## src/rtl/led_pwm_pkg.sv

```systemverilog
// led_pwm_pkg: shared types and helpers for the multi-channel LED PWM dimmer.
//   mode_t      : mode encoding (MANUAL=0, BREATHE=1, OFF=2, 3 is illegal)
//   clog2_min1  : bit width needed for a counter/index, never less than 1
package led_pwm_pkg;

   typedef enum logic [1:0] {
      MODE_MANUAL  = 2'd0,
      MODE_BREATHE = 2'd1,
      MODE_OFF     = 2'd2,
      MODE_BAD     = 2'd3
   } mode_t;

   function automatic int clog2_min1(input int v);
      return ($clog2(v) < 1) ? 1 : $clog2(v);
   endfunction

endpackage

```

## src/rtl/led_pwm_multi_btn_edge.sv

```systemverilog
// btn_edge: two-flop synchroniser for a raw push-button followed by a
// registered rising-edge detector.
//   clk   : system clock
//   rst   : synchronous active-low reset
//   btn   : raw asynchronous button level
//   pulse : one-clk pulse, registered, two clks after the synchronised rise
// A button held through reset produces one pulse once it is seen high after
// reset, because prev comes out of reset as 0.
module btn_edge (
   input  logic clk,
   input  logic rst,
   input  logic btn,
   output logic pulse
);

   logic s1, s2, prev;

   always_ff @(posedge clk) begin
      if (!rst) begin
         s1    <= 1'b0;
         s2    <= 1'b0;
         prev  <= 1'b0;
         pulse <= 1'b0;
      end else begin
         s1    <= btn;
         s2    <= s1;
         prev  <= s2;
         pulse <= s2 & ~prev;
      end
   end

endmodule

```

## src/rtl/led_pwm_multi.sv

```systemverilog
// led_pwm_multi: CH_N-channel LED PWM dimmer driven by up/down/mode buttons.
//   clk, rst  : system clock, synchronous active-low reset
//   btn_up/dn : raw buttons, step the duty of channel ch_sel (MANUAL only)
//   btn_mode  : raw button, cycles MANUAL -> BREATHE -> OFF -> MANUAL
//   ch_sel    : channel addressed by up/down
//   led       : registered PWM outputs
//   mode      : current mode
//   duty_o    : manual duty of ch_sel (0 when ch_sel is out of range)
// Each channel's compare value is a shadow copy taken at the PWM period
// boundary, so a duty change never distorts the period in progress.
module led_pwm_multi import led_pwm_pkg::*; #(
   parameter  int CH_N        = 8,
   parameter  int LEVELS      = 10,
   parameter  int PRESCALE    = 1,
   parameter  int BREATHE_DIV = 1000,
   localparam int CSW         = clog2_min1(CH_N),
   localparam int LW          = $clog2(LEVELS + 1)
) (
   input  logic            clk,
   input  logic            rst,
   input  logic            btn_up,
   input  logic            btn_dn,
   input  logic            btn_mode,
   input  logic [CSW-1:0]  ch_sel,
   output logic [CH_N-1:0] led,
   output logic [1:0]      mode,
   output logic [LW-1:0]   duty_o
);

   localparam int PSW = clog2_min1(PRESCALE);
   localparam int DVW = clog2_min1(BREATHE_DIV);
   localparam logic [LW-1:0]  LV_MAX  = LW'(LEVELS);
   localparam logic [LW-1:0]  PH_LAST = LW'(LEVELS - 1);
   localparam logic [PSW-1:0] PS_LAST = PSW'(PRESCALE - 1);
   localparam logic [DVW-1:0] DV_LAST = DVW'(BREATHE_DIV - 1);

   logic pu, pd, pm;

   btn_edge u_up   (.clk(clk), .rst(rst), .btn(btn_up),   .pulse(pu));
   btn_edge u_dn   (.clk(clk), .rst(rst), .btn(btn_dn),   .pulse(pd));
   btn_edge u_mode (.clk(clk), .rst(rst), .btn(btn_mode), .pulse(pm));

   // ---------------- mode FSM ----------------
   mode_t mode_q;

   always_ff @(posedge clk) begin
      if (!rst) begin
         mode_q <= MODE_MANUAL;
      end else begin
         case (mode_q)
            MODE_MANUAL:  if (pm) mode_q <= MODE_BREATHE;
            MODE_BREATHE: if (pm) mode_q <= MODE_OFF;
            MODE_OFF:     if (pm) mode_q <= MODE_MANUAL;
            default:      mode_q <= MODE_MANUAL;
         endcase
      end
   end

   assign mode = mode_q;

   // ---------------- timebase ----------------
   logic [PSW-1:0] presc;
   logic [LW-1:0]  phase;
   logic           tick, bnd;

   assign tick = (presc == PS_LAST);
   assign bnd  = tick && (phase == PH_LAST);

   always_ff @(posedge clk) begin
      if (!rst) begin
         presc <= '0;
         phase <= '0;
      end else if (tick) begin
         presc <= '0;
         phase <= (phase == PH_LAST) ? '0 : phase + 1'b1;
      end else begin
         presc <= presc + 1'b1;
      end
   end

   // ---------------- breathe ramp ----------------
   // Level moves one step every BREATHE_DIV periods. The direction flips on
   // the step that lands on an end value, so 0 and LEVELS are each shown for
   // exactly one step interval, like every other level.
   logic [LW-1:0]  level;
   logic           dir_dn;
   logic [DVW-1:0] div;
   logic           enter_br;

   assign enter_br = pm && (mode_q == MODE_MANUAL);

   always_ff @(posedge clk) begin
      if (!rst || enter_br) begin
         level  <= '0;
         dir_dn <= 1'b0;
         div    <= '0;
      end else if (mode_q == MODE_BREATHE && bnd) begin
         if (div == DV_LAST) begin
            div <= '0;
            if (!dir_dn) begin
               level <= level + 1'b1;
               if (level == PH_LAST) dir_dn <= 1'b1;
            end else begin
               level <= level - 1'b1;
               if (level == LW'(1)) dir_dn <= 1'b0;
            end
         end else begin
            div <= div + 1'b1;
         end
      end
   end

   // ---------------- per-channel duty, shadow, output ----------------
   logic [CH_N-1:0][LW-1:0] duty;
   logic [CH_N-1:0][LW-1:0] active;
   logic                    man_step;

   // Simultaneous up and down cancel out.
   assign man_step = (mode_q == MODE_MANUAL) && (pu ^ pd);

   always_ff @(posedge clk) begin
      if (!rst) begin
         duty   <= '0;
         active <= '0;
         led    <= '0;
      end else begin
         for (int i = 0; i < CH_N; i++) begin
            if (man_step && ch_sel == CSW'(i)) begin
               if (pu && duty[i] != LV_MAX)  duty[i] <= duty[i] + 1'b1;
               else if (pd && duty[i] != '0) duty[i] <= duty[i] - 1'b1;
            end
            if (bnd)
               active[i] <= (mode_q == MODE_BREATHE) ? level : duty[i];
            led[i] <= (mode_q != MODE_OFF) && (phase < active[i]);
         end
      end
   end

   always_comb begin
      duty_o = '0;
      for (int i = 0; i < CH_N; i++)
         if (ch_sel == CSW'(i)) duty_o = duty[i];
   end

endmodule

```

## config.mk

```make
export PLATFORM = sky130hd
export DESIGN_NAME = led_pwm_multi
export DESIGN_NICKNAME = d
export VERILOG_FILES = /design/src/rtl/led_pwm_pkg.sv /design/src/rtl/led_pwm_multi_btn_edge.sv /design/src/rtl/led_pwm_multi.sv
export SDC_FILE = /design/constraint.sdc
export NUM_CORES = 1
export LEC_CHECK = 0
export BUFFER_PORTS_ARGS = -buffer_cell sky130_fd_sc_hd__buf_4
export CORE_UTILIZATION = 65
export CTS_BUF_LIST = sky130_fd_sc_hd__clkbuf_2
export DETAILED_ROUTE_END_ITERATION = 6
export GPL_TIMING_DRIVEN = 0
export PLACE_DENSITY = 0.89
export RECOVER_POWER = 25
export REMOVE_ABC_BUFFERS = 1
export SLEW_MARGIN = 10
export SYNTH_ARGS = -nofsm -noshare
export SYNTH_HDL_FRONTEND = slang
export SYNTH_SLANG_ARGS = --single-unit
```

## constraint.sdc

```tcl
create_clock -name clk -period 3.22 [get_ports clk]
set_clock_uncertainty 0.1 [all_clocks]
set_input_delay 0.483 -clock clk [delete_from_list [all_inputs] [get_ports clk]]
set_output_delay 0.483 -clock clk [all_outputs]
set_load 0.03 [all_outputs]
```

Word level (Yosys, flattened, before mapping)
Cells that the tools add are included.
{"block": "word_totals", "ff_bits": 106, "input_bits": 8, "out_inout_bits": 14, "elab_cells": 206}
{"block": "classes", "addsub": 21, "n_lt_le_gt_ge": 8, "eq_ne": 25, "mux": 42, "bitwise": 8, "n_reduce_logical": 67}
{"op": "4-bit 2-to-1 mux", "count": 34}
{"op": "4-bit by 1-bit adder with 4-bit output (second input constant)", "count": 10}
{"op": "1-bit logical AND", "count": 36}
{"op": "4-bit by 1-bit subtractor with 4-bit output (second input constant)", "count": 9}
{"op": "4-bit less-than comparator", "count": 8}
{"op": "4-bit != test (second input constant)", "count": 8}
{"op": "4-bit nonzero test", "count": 8}
{"op": "2-bit AND reduction", "count": 10}
{"op": "2-bit nonzero test", "count": 8}
{"op": "3-bit == test (second input constant)", "count": 4}
{"op": "10-bit by 1-bit adder with 10-bit output (second input constant)", "count": 1}
{"op": "10-bit == test (second input constant)", "count": 1}
{"op": "10-bit 2-to-1 mux", "count": 1}
{"op": "4-bit == test (second input constant)", "count": 2}
{"op": "3-bit by 2-bit == test with 1-bit output (second input constant)", "count": 2}
{"op": "2-bit 2-to-1 mux", "count": 3}
{"op": "2-bit by 1-bit != test with 1-bit output (second input constant)", "count": 3}
{"op": "2-bit case mux with 3 select lines", "count": 1}
{"op": "4-bit by 1-bit == test with 1-bit output (second input constant)", "count": 1}
{"op": "1-bit inverter", "count": 4}
{"op": "1-bit AND", "count": 3}
{"op": "3-bit by 1-bit == test with 1-bit output (second input constant)", "count": 1}
{"op": "3-bit zero test", "count": 1}
{"op": "1-bit 2-to-1 mux", "count": 3}
{"op": "9 further kinds", "count": 9}

Logic depth before layout (Yosys ltp)
Gate-level depths: netlist (run 1).
{"block": "logic_depth", "word_depth": 9, "depth_mapped": 8, "ltp_nobuf": 7}

By module
Synthesis (run 1) repeated with hierarchy kept, for this count alone.
{"block": "unflattened", "cells_unflattened": 686, "area_unflattened_um2": 6142.1}
{"module": "led_pwm_multi", "instances": 1, "cells_per_inst": 662, "area_each_um2": 5808.1, "seq_area_each_um2": 1881.8}
{"module": "btn_edge", "instances": 3, "cells_per_inst": 8, "area_each_um2": 111.4, "seq_area_each_um2": 80.1}

Worst setup path after synthesis (run 1)
No wires, ideal clock.
{"block": "synth_path", "path_kind": "input-to-output", "start": "in ch_sel[1]", "end": "out duty_o[1]", "t_arrival_ns": 1.906, "required_time_ns": 2.637, "slack_ns": 0.731, "stages": 6, "path_buffers": 2, "path_cell_list": "buf_1 -> clkbuf_1 -> nand3b_1 -> o21ai_0 -> a21oi_1 -> a22oi_1"}
{"block": "synth_between", "elab_chain_len": 9, "word_cells_on_any_way": 16, "cone_classes": "eq/ne (7); mux (8); reduce/logical (1)"}
{"item": "start: declaration", "line_no": "led_pwm_multi.sv:24", "text": "input logic [CSW-1:0] ch_sel,"}
{"item": "3-bit zero test", "line_no": "led_pwm_multi.sv:142", "text": "if (ch_sel == CSW'(i)) duty_o = duty[i];"}
{"item": "4-bit 2-to-1 mux (7 in a row)", "line_no": "led_pwm_multi.sv:142"}
{"item": "4-bit 2-to-1 mux *", "line_no": "led_pwm_multi.sv:142"}
{"item": "end: declaration", "line_no": "led_pwm_multi.sv:27", "text": "output logic [LW-1:0] duty_o"}
Every way passes the cells marked *; elsewhere a longest branch is shown, timed or not.

Worst setup path after layout (run 1)
{"block": "layout_path", "start": "reg duty[1] (netlist name)", "end": "out duty_o[1]"}
{"block": "layout_between", "elab_chain_len": 8}
{"item": "start: declaration", "line_no": "led_pwm_multi.sv:114", "text": "logic [CH_N-1:0][LW-1:0] duty;"}
{"item": "start signal: assignment", "line_no": "led_pwm_multi.sv:123", "text": "duty <= '0;"}
{"item": "4-bit 2-to-1 mux (8 in a row)", "line_no": "led_pwm_multi.sv:142"}
No other way between the ends.

==> out/summary.json, run 1 <==
{
  "place.port_buffers": {"value": 21},
  "worst-r2r-setup-slack": {"value": 530, "unit": "ps"},
  "pwr-share-clk": {"value": 0.277},
  "num_antenna_cells": {"value": 0},
  "final_cell_count_no_fill": {"value": 833},
  "synth.yosys.seq_area_share": {"value": 0.3456},
  "ios": {"value": 22},
  "dr.first_iter.drc_count": {"value": 477},
  "clockRootBuffer": {"value": "clkbuf_2"},
  "criticalPathCategory": {"value": "reg -> out"},
  "share_seq_of_total_power": {"value": 0.642},
  "initial_core_util": {"value": 0.6678},
  "period_needed": {"value": 2857, "unit": "ps"},
  "floorplan.die.height": {"value": 99.20, "unit": "µm"},
  "worstReg2RegEnd": {"value": "level[2]$_SDFFE_PP0P_"},
  "fp-row-count": {"value": 35},
  "cts.reportedPaths.clkPinSlew": {"value": 310, "unit": "ps"},
  "timing.critical_path.to_type": {"value": "output port"},
  "critical_path_required": {"value": 2640, "unit": "ps"},
  "worst-path-max-fanout": {"value": 8},
  "synthCells": {"value": 719},
  "fin_hold_ws": {"value": 150.6, "unit": "ps"},
  "slew_at_the_pin_with_the_worst_max_slew_slack": {"value": 2072, "unit": "ps"},
  "max_slew_margin": {"value": -0.3827},
  "p_leak": {"value": 2.225, "unit": "nW"},
  "highest_count_cells_in_the_layout_ignoring_fill_and_taps": {"value": "dfxtp_1, a21oi_1, a211oi_1"},
  "synthDistinctLibCells": {"value": 48},
  "dp_hpwl": {"value": 9.736, "unit": "mm"},
  "worstSetupEndpoint": {"value": "duty_o[1]"},
  "final.setup.tns": {"value": 0, "unit": "ps"},
  "finalMaxSlewViolations": {"value": 64},
  "min_period_over_period": {"value": 0.8874},
  "drt-pass1-iter-count": {"value": 7},
  "dieArea": {"value": 9841, "unit": "µm²"},
  "r2r_cells": {"value": 4},
  "floorplan_core_area": {"value": 9196, "unit": "µm²"},
  "vdd.ir_drop.worst": {"value": 0.2227, "unit": "mV"},
  "ctsHtreeMaxLevel": {"value": 3},
  "status": {"value": "finished with violations"},
  "totalPowerFinal": {"value": 2.109, "unit": "mW"},
  "ratio_of_routed_vias_to_standard_cells": {"value": 6.454},
  "setup.worst_path.start_class": {"value": "flop"},
  "grtUsageTotal": {"value": 0.2945},
  "route.vias.total": {"value": 5376},
  "yosys_register_bits": {"value": 106},
  "synth.avg_cell_area": {"value": 8.541, "unit": "µm²"},
  "clk_latency": {"value": 580, "unit": "ps"},
  "cts.sinks": {"value": 106},
  "postSynth.asyncResetShare": {"value": 0},
  "synth_edf_count": {"value": 0},
  "fmax": {"value": 0.3500, "unit": "GHz"},
  "count_of_max_cap_constraint_violations": {"value": 1},
  "final_antenna_net_count": {"value": 0},
  "final_common_cell": {"value": "dfxtp_1"},
  "drive_gt1_frac": {"value": 0.05679},
  "violated_checks": {"value": "design-rule violations, max-capacitance violations, max-slew violations"},
  "vias_in_the_first_global_route": {"value": 5096},
  "clock_tree.buffer_depth": {"value": 2},
  "grt_first_pass_wirelength": {"value": 23.57, "unit": "mm"},
  "finalHoldViolations": {"value": 0},
  "drt-wirelength-per-cell": {"value": 16.85, "unit": "µm"},
  "x_dimension_of_the_die": {"value": 99.20, "unit": "µm"},
  "postCtsSetupBuffers": {"value": 0},
  "power.combinational.fraction": {"value": 0.081},
  "dominantRegCellSynth": {"value": "dfxtp_1"},
  "totalWireLength": {"value": 14.04, "unit": "mm"},
  "grt_setup_unrepaired": {"value": "false"},
  "report.final.setup_viol": {"value": 0},
  "hold_path.class": {"value": "in -> reg"},
  "power.share.switching": {"value": 0.2850},
  "initial_antenna_violation_count": {"value": 0},
  "area_delta_synth_final": {"value": 4.523, "unit": "%"},
  "layout.nets": {"value": 777},
  "worst_r2r_startpoint": {"value": "phase[3]$_SDFFE_PN0N_"},
  "finalWeightedCongestion": {"value": 0.9082},
  "detailroute.wirelength.met2": {"value": 6.820, "unit": "mm"},
  "highest-signal-layer": {"value": "met4"},
  "grt_overflow": {"value": 0},
  "internal-power": {"value": 1.508, "unit": "mW"},
  "netlist_area": {"value": 6141, "unit": "µm²"},
  "detail_route.wirelength.met1": {"value": 6.170, "unit": "mm"},
  "cts_made_buffers": {"value": 9},
  "met3WireLength": {"value": 878, "unit": "µm"},
  "crit_start": {"value": "duty[1]$_SDFFE_PN0P_"},
  "grt_start_max_net_pins": {"value": 64},
  "post-route-drc-count": {"value": 6},
  "synthesis.yosys.warnings": {"value": 0},
  "powerDensity": {"value": 328.6, "unit": "nW/µm²"},
  "tritoncts": {"value": "done"},
  "place_inst": {"value": 814},
  "timing.critical_path.arrival": {"value": 2270, "unit": "ps"},
  "net_switching_power": {"value": 0.6011, "unit": "mW"}
}
cells by family (layout without fill, tap and decap cells):
family	after synthesis	count (layout)	synth area share
fa+ha+maj	52	52	0.1157
compound gates	209	209	0.2190
flops	106	106	0.3456
mux	16	16	0.02608
buf+inv	71	74	0.04442
xor+xnor	19	19	0.02832
simple gates	245	245	0.2203
other cells	1	1	0.0006107
routing by layer:
metal / global-route usage / vias to the layer above
li1: - / 2603
met5: 0 / -
met3: 0.05200 / 18
met4: 0.09050 / 0
met2: 0.4893 / 185
met1: 0.3918 / 2570
critical path, cell delays in order, from the launching register on:
cell	delay, ps
dfxtp_1	570
or3b_2	490
a21oi_1	150
a21oi_1	60
a22oi_1	220
buf_4	200
worst min path at each step:
stage,startpoint,end,slack [ps],depth (start not counted)
4_1_cts,rst,duty[7]$_SDFFE_PN0P_,140,3
5_1_grt,rst,u_up.s1$_SDFF_PN0_,120,2
3_3_place_gp,u_mode.prev$_SDFF_PN0_,u_mode.pulse$_SDFF_PN0_,270,1
3_5_place_dp,u_mode.prev$_SDFF_PN0_,u_mode.pulse$_SDFF_PN0_,270,1
2_1_floorplan,u_dn.prev$_SDFF_PN0_,u_dn.pulse$_SDFF_PN0_,270,1
6_report,rst,duty[7]$_SDFFE_PN0P_,150,3
synthesized netlist by cell type (10+ instances only):
cell type / number / share of area
nand3b_1: 10 / 0.012
nor2_1: 57 / 0.035
nand2b_1: 19 / 0.019
a211oi_1: 57 / 0.070
nor3_1: 10 / 0.0082
or3_1: 24 / 0.024
nand2_1: 45 / 0.028
dfxtp_1: 106 / 0.35
mux2i_1: 16 / 0.026
ha_1: 44 / 0.090
inv_1: 32 / 0.020
nand3_1: 12 / 0.0098
a21o_1: 24 / 0.029
a21oi_1: 73 / 0.059
and2_1: 11 / 0.011
xnor2_1: 15 / 0.021
o21ai_0: 20 / 0.016
clkbuf_1: 30 / 0.018
sequential cells by signal, indices dropped and copies added (netlist names), 2 cells and up:
signal and cells:
level 4, div 10, duty 32, led 8
phase 4, mode 2, active 32
stage by stage:
stage	setup WS, ps	util	area [µm²]
3_5_place_dp	203.6	0.6868	6316
3_3_place_gp	-985.6	0.6838	6289
6_report	362.6	0.6980	6419
2_1_floorplan	-98.92	-	5992
4_1_cts	155.3	0.7008	6445
5_1_grt	204.5	0.6980	6419
area by class of cell:
| type | count | area, µm² |
|---|---|---|
| clock inverter | 7 | 53.80 |
| multi-input combinational | 542 | 3756 |
| inverter | 33 | 123.9 |
| sequential | 106 | 2123 |
| tap | 111 | 138.9 |
| timing repair buffer | 25 | 177.7 |
| clock buffer | 9 | 45.04 |
| fill | 738 | 2778 |
repair_timing:
| action | CTS | global route |
|---|---|---|
| setup endpoints to repair | 0 | 5 |
| endpoints found under the hold margin | 3 | 0 |
| resized for setup | 0 | 1 |
| hold buffers | 3 | 0 |
power groups by stage:
| stage | Clock, mW | Sequential, mW | Combinational [mW] |
|---|---|---|---|
| after floorplan | 0 | 1.38 | 0.0990 |
| after global routing | 0.637 | 1.36 | 0.187 |
| after detailed placement | 0 | 1.38 | 0.169 |
| final | 0.584 | 1.36 | 0.171 |
| after global placement | 0 | 1.38 | 0.162 |
| after CTS | 0.587 | 1.35 | 0.173 |
Note: power is estimated with default switching activity, not from simulation.
==> inputs of run 2 (changes only) <==
Settings changed: BUFFER_PORTS_ARGS -buffer_cell sky130_fd_sc_hd__buf_4 to -buffer_cell sky130_fd_sc_hd__buf_2.
==> run 2 against run 1 <==
Against the previous run: the flow finishes with violations (max-capacitance violations, max-slew violations); final area fell by 0.41%; register-to-register slack improved by 30 ps; highest routed layer unchanged; critical path depth did not move; total power fell by 0.26%; global-route usage fell by 0.82 points; count of clock-buffer cells in the layout did not move; routed wire length fell by 2.6%; worst hold slack improved by 64 ps; sequential share of layout area rose by 0.14 points; worst setup slack got worse by 91 ps; maximum frequency fell by 3.1%; via count rose by 0.17%.
==> out/summary.json, run 2 (synthesis results as in run 1) <==
{
  "period_needed": {"value": 2948, "unit": "ps"},
  "report.final.setup_viol": {"value": 0},
  "place.port_buffers": {"value": 21},
  "largestRegisters": {"value": "active x32, duty x32, div x10"},
  "status": {"value": "finished with violations"},
  "clock_tree.buffer_depth": {"value": 2},
  "x_dimension_of_the_die": {"value": 99.20, "unit": "µm"},
  "drt-wirelength-per-cell": {"value": 16.42, "unit": "µm"},
  "grt_first_pass_wirelength": {"value": 22.94, "unit": "mm"},
  "cts_made_buffers": {"value": 9},
  "count_of_max_cap_constraint_violations": {"value": 1},
  "fin_hold_ws": {"value": 214.6, "unit": "ps"},
  "timing.critical_path.arrival": {"value": 2370, "unit": "ps"},
  "critical_path_required": {"value": 2640, "unit": "ps"},
  "criticalPathCategory": {"value": "reg -> out"},
  "finalWeightedCongestion": {"value": 0.9207},
  "worst-path-max-fanout": {"value": 8},
  "post-route-drc-count": {"value": 0},
  "dp_hpwl": {"value": 9.655, "unit": "mm"},
  "totalWireLength": {"value": 13.68, "unit": "mm"},
  "ctsHtreeMaxLevel": {"value": 3},
  "powerDensity": {"value": 329.1, "unit": "nW/µm²"},
  "dr.first_iter.drc_count": {"value": 415},
  "violated_checks": {"value": "max-capacitance violations, max-slew violations"},
  "finalMaxSlewViolations": {"value": 64},
  "clockRootBuffer": {"value": "clkbuf_2"},
  "vias_in_the_first_global_route": {"value": 4947},
  "route.vias.total": {"value": 5385},
  "p_leak": {"value": 2.228, "unit": "nW"},
  "setup.worst_path.start_class": {"value": "flop"},
  "dieArea": {"value": 9841, "unit": "µm²"},
  "tritoncts": {"value": "done"},
  "vdd.ir_drop.worst": {"value": 0.2279, "unit": "mV"},
  "area_delta_synth_final": {"value": 4.095, "unit": "%"},
  "layout.nets": {"value": 777},
  "final_common_cell": {"value": "dfxtp_1"},
  "max_slew_margin": {"value": -0.3324},
  "drive_gt1_frac": {"value": 0.05817},
  "hold_path.class": {"value": "in -> reg"},
  "slew_at_the_pin_with_the_worst_max_slew_slack": {"value": 1999, "unit": "ps"},
  "floorplan_core_area": {"value": 9196, "unit": "µm²"},
  "grt_start_max_net_pins": {"value": 64},
  "cts.sinks": {"value": 106},
  "clk_latency": {"value": 600, "unit": "ps"},
  "grt_overflow": {"value": 0},
  "fmax": {"value": 0.3392, "unit": "GHz"},
  "fp-row-count": {"value": 35},
  "totalPowerFinal": {"value": 2.104, "unit": "mW"},
  "min_period_over_period": {"value": 0.9156},
  "timing.critical_path.to_type": {"value": "output port"},
  "postCtsSetupBuffers": {"value": 0},
  "initial_antenna_violation_count": {"value": 0},
  "highest_count_cells_in_the_layout_ignoring_fill_and_taps": {"value": "dfxtp_1, a21oi_1, a211oi_1"},
  "cts.reportedPaths.clkPinSlew": {"value": 310, "unit": "ps"},
  "num_antenna_cells": {"value": 0},
  "drt-pass1-iter-count": {"value": 5},
  "grtUsageTotal": {"value": 0.2863},
  "floorplan.die.height": {"value": 99.20, "unit": "µm"},
  "grt_setup_unrepaired": {"value": "false"},
  "initial_core_util": {"value": 0.6678},
  "ratio_of_routed_vias_to_standard_cells": {"value": 6.465},
  "ios": {"value": 22},
  "final_antenna_net_count": {"value": 0},
  "setup_slack_placement": {"value": 213.0, "unit": "ps"},
  "worst_slack": {"value": 271.6, "unit": "ps"},
  "finalHoldViolations": {"value": 0}
}
run 2: report_power, final:
part | internal [mW] | switching, mW | leakage (nW) | total, mW
clock network | 0.111 | 0.473 | 0.0679 | 0.584
logic | 0.0605 | 0.104 | 1.30 | 0.165
registers | 1.33 | 0.0226 | 0.857 | 1.36
run 2: final cells by class:
type                    count  area, µm²
clock inverters             7      52.55
fillers                   754       2804
multi-input cells         542       3756
clock buffers               9      45.04
well taps                 111      138.9
repair buffers             25      152.6
inverters                  33      123.9
flip-flops and latches    106       2123
run 2: worst paths after layout:
kind / from / to / slack, ps / cells after the start
setup / recovery: duty[1]$_SDFFE_PN0P_ / duty_o[1] / 270 / 5
setup reg to reg: mode[0]$_SDFFE_PN0P_ / div[9]$_SDFFE_PP0P_ / 560 / 4
hold / removal: rst / duty[15]$_SDFFE_PN0P_ / 210 / 3
hold reg to reg: u_dn.prev$_SDFF_PN0_ / u_dn.pulse$_SDFF_PN0_ / 310 / 1
run 2: metrics by stage:
step	cell area [µm²]	instances	setup TNS (ps)	utilization
final	6392	833	0	0.6951
after global placement	6236	813	-29080	0.6781
after floorplan	5992	681	-3166	-
after detailed placement	6271	814	0	0.6819
after global routing	6392	833	0	0.6951
after CTS	6399	833	0	0.6958
run 2: worst max-delay path, cell delays in order (launching register included):
cell,delay [ps]
dfxtp_1,580
or3b_2,470
a21oi_1,160
a21oi_1,70
a22oi_1,240
buf_2,240
run 2: repair_timing:
item / in CTS / in global routing
setup endpoints to repair: 0 / 1
hold buffers: 3 / 0
endpoints found under the hold margin: 3 / 0
resized for setup: 0 / 1
run 2: routing by layer:
layer | share of wire | track usage | vias up | wire (µm)
met5 | 0 | 0 | - | 0
li1 | - | - | 2604 | -
met4 | 0.018 | 0.1041 | 0 | 245
met1 | 0.44 | 0.3692 | 2563 | 5966
met3 | 0.064 | 0.04919 | 29 | 876
met2 | 0.48 | 0.4829 | 189 | 6588
==> inputs of run 3 (changes only) <==
Settings changed: CORE_UTILIZATION 65 to 48, PLACE_DENSITY 0.89 to 0.7.
Clock period 3.22 ns to 3.55 ns, I/O delays scaled along.
==> run 3 against run 2 <==
Against the previous run: the flow now finishes without violations; largest power group unchanged; largest cell class unchanged; sequential share of layout area fell by 0.50 points; clock power is 10% higher; routed wire length grew 0.35%; flip-flop and latch count stayed put; worst setup slack improved by 190 ps; via count fell by 4.0%; first-iteration DRC count decreased by 18%; count of clock-buffer cells in the layout grew 1; worst hold slack improved by 87 ps; non-clock buffer count stayed put; die area grew 35%; combinational power shrank 9.7%.
==> out/summary.json, run 3 (synthesis results as in run 1) <==
{
  "layout.nets": {"value": 777},
  "layout.core_utilization": {"value": 0.5290},
  "clockRootBuffer": {"value": "clkbuf_2"},
  "timing.critical_path.arrival": {"value": 3560, "unit": "ps"},
  "clock_tree.buffer_depth": {"value": 2},
  "fill_cells": {"value": 1176},
  "resized_after_cts": {"value": 0},
  "status": {"value": "finished clean"},
  "fmax": {"value": 0.3242, "unit": "GHz"},
  "timing.critical_path.to_type": {"value": "flop"},
  "ratio_of_routed_vias_to_standard_cells": {"value": 5.807},
  "cts.reportedPaths.clkPinSlew": {"value": 280, "unit": "ps"},
  "final_cell_count_no_fill": {"value": 890},
  "vdd.ir_drop.worst": {"value": 0.1957, "unit": "mV"},
  "dp_hpwl": {"value": 9.708, "unit": "mm"},
  "dieArea": {"value": 13250, "unit": "µm²"},
  "ctsHtreeMaxLevel": {"value": 3},
  "ios": {"value": 22},
  "finalWeightedCongestion": {"value": 0.8371},
  "cpMaxStageDelayCell": {"value": "dfxtp_1"},
  "floorplan.die.height": {"value": 115.1, "unit": "µm"},
  "clk_latency": {"value": 610, "unit": "ps"},
  "setup.worst_path.start_class": {"value": "flop"},
  "finalHoldViolations": {"value": 0},
  "net_switching_power": {"value": 0.5275, "unit": "mW"},
  "final_antenna_net_count": {"value": 0},
  "grt_setup_unrepaired": {"value": "false"},
  "period_needed": {"value": 3084, "unit": "ps"},
  "totalWireLength": {"value": 13.73, "unit": "mm"},
  "largestRegisters": {"value": "active x32, duty x32, div x10"},
  "powerDensity": {"value": 311.8, "unit": "nW/µm²"},
  "worst-path-max-fanout": {"value": 34},
  "drt-pass1-iter-count": {"value": 5},
  "pwr-share-clk": {"value": 0.319},
  "final_common_cell": {"value": "dfxtp_1"},
  "drive_gt1_frac": {"value": 0.05263},
  "grt_overflow": {"value": 0},
  "place.port_buffers": {"value": 21},
  "highest_count_cells_in_the_layout_ignoring_fill_and_taps": {"value": "dfxtp_1, a21oi_1, a211oi_1"},
  "internal-power": {"value": 1.495, "unit": "mW"},
  "register_area": {"value": 2122, "unit": "µm²"},
  "count_of_max_cap_constraint_violations": {"value": 0},
  "hold_path.class": {"value": "reg -> reg"},
  "vias_in_the_first_global_route": {"value": 4825},
  "critical-path-max-stage-delay": {"value": 1210, "unit": "ps"},
  "x_dimension_of_the_die": {"value": 115.1, "unit": "µm"},
  "initial_antenna_violation_count": {"value": 0},
  "critical_path_required": {"value": 4020, "unit": "ps"},
  "route.vias.total": {"value": 5168},
  "grt_start_max_net_pins": {"value": 64},
  "tritoncts": {"value": "done"},
  "area_delta_synth_final": {"value": 5.623, "unit": "%"},
  "num_antenna_cells": {"value": 0},
  "place_inst": {"value": 871},
  "critPathTopFamily": {"value": "flip-flops"},
  "power.share.switching": {"value": 0.2608},
  "drt-wirelength-per-cell": {"value": 15.42, "unit": "µm"},
  "report.final.setup_viol": {"value": 0},
  "cp_num_buf_inv": {"value": 0},
  "postCtsSetupBuffers": {"value": 0},
  "slew_at_the_pin_with_the_worst_max_slew_slack": {"value": 1247, "unit": "ps"},
  "initial_core_util": {"value": 0.5008},
  "fp-row-count": {"value": 40},
  "power.combinational.fraction": {"value": 0.074},
  "ordered_cell_list_for_the_critical_path": {"value": "nand2_1 > ha_1 > and3_1 > a211o_1 > a211oi_1 > mux2i_1"},
  "multi_input_comb_area": {"value": 3756, "unit": "µm²"},
  "post-route-drc-count": {"value": 0},
  "cts.sinks": {"value": 106},
  "cts_made_buffers": {"value": 9},
  "finalMaxSlewViolations": {"value": 0},
  "grt_first_pass_wirelength": {"value": 23.25, "unit": "mm"},
  "final.setup.tns": {"value": 0, "unit": "ps"},
  "grtUsageTotal": {"value": 0.2227},
  "p_leak": {"value": 2.232, "unit": "nW"},
  "min_period_over_period": {"value": 0.8689},
  "share_seq_of_total_power": {"value": 0.607},
  "floorplan_core_area": {"value": 12260, "unit": "µm²"},
  "dr.first_iter.drc_count": {"value": 340},
  "criticalPathCategory": {"value": "reg -> reg"},
  "max_slew_margin": {"value": 0.1678}
}
==> run 3: per-stage QoR <==
stage / total power, mW / worst slack, ps / area, µm² / hold slack [ps]
4_1_cts: 2.038 / 510.5 / 6495 / 239.1
6_report: 2.023 / 465.5 / 6486 / 301.4
3_5_place_dp: 1.396 / 544.5 / 6335 / 274.9
5_1_grt: 2.106 / 270.1 / 6486 / 321.6
3_3_place_gp: 1.390 / -733.6 / 6307 / 271.4
2_1_floorplan: 1.342 / 231.1 / 5992 / 267.4
==> run 3: final cells by class <==
type	instances	share of cell area
clock buffer	10	0.007716
clock inverter	6	0.01235
inverter	33	0.01910
multi-input combinational	542	0.5791
sequential	106	0.3272
tap	168	0.03241
timing repair buffer	25	0.02218
==> run 3: repair_timing <==
action	4_1_cts	5_1_grt
setup endpoints to repair	0	0
hold buffers	3	0
endpoints found under the hold margin	3	0
==> run 3: power groups by stage <==
stage	logic, mW	registers (mW)	clock network, mW
2_1_floorplan	0.0898	1.25	0
3_3_place_gp	0.142	1.25	0
3_5_place_dp	0.147	1.25	0
4_1_cts	0.151	1.23	0.658
5_1_grt	0.166	1.23	0.707
6_report	0.149	1.23	0.645
==> run 3: final timing paths <==
check,to,from,cells past startpoint,slack [ps]
max,duty[15]$_SDFFE_PN0P_,u_up.pulse$_SDFF_PN0_,6,470
min,u_mode.pulse$_SDFF_PN0_,u_mode.prev$_SDFF_PN0_,1,300
max reg2reg,duty[15]$_SDFFE_PN0P_,u_up.pulse$_SDFF_PN0_,6,470
min reg2reg,u_mode.pulse$_SDFF_PN0_,u_mode.prev$_SDFF_PN0_,1,300
==> run 3: per-layer routing <==
metal  vias to the layer above  routed length [µm]  track usage
met5                         -                   0            0
met4                         0                 172      0.08485
met3                        14                 585      0.03057
met2                       116                6287       0.3594
met1                      2429                6680       0.3028
li1                       2609                   -            -
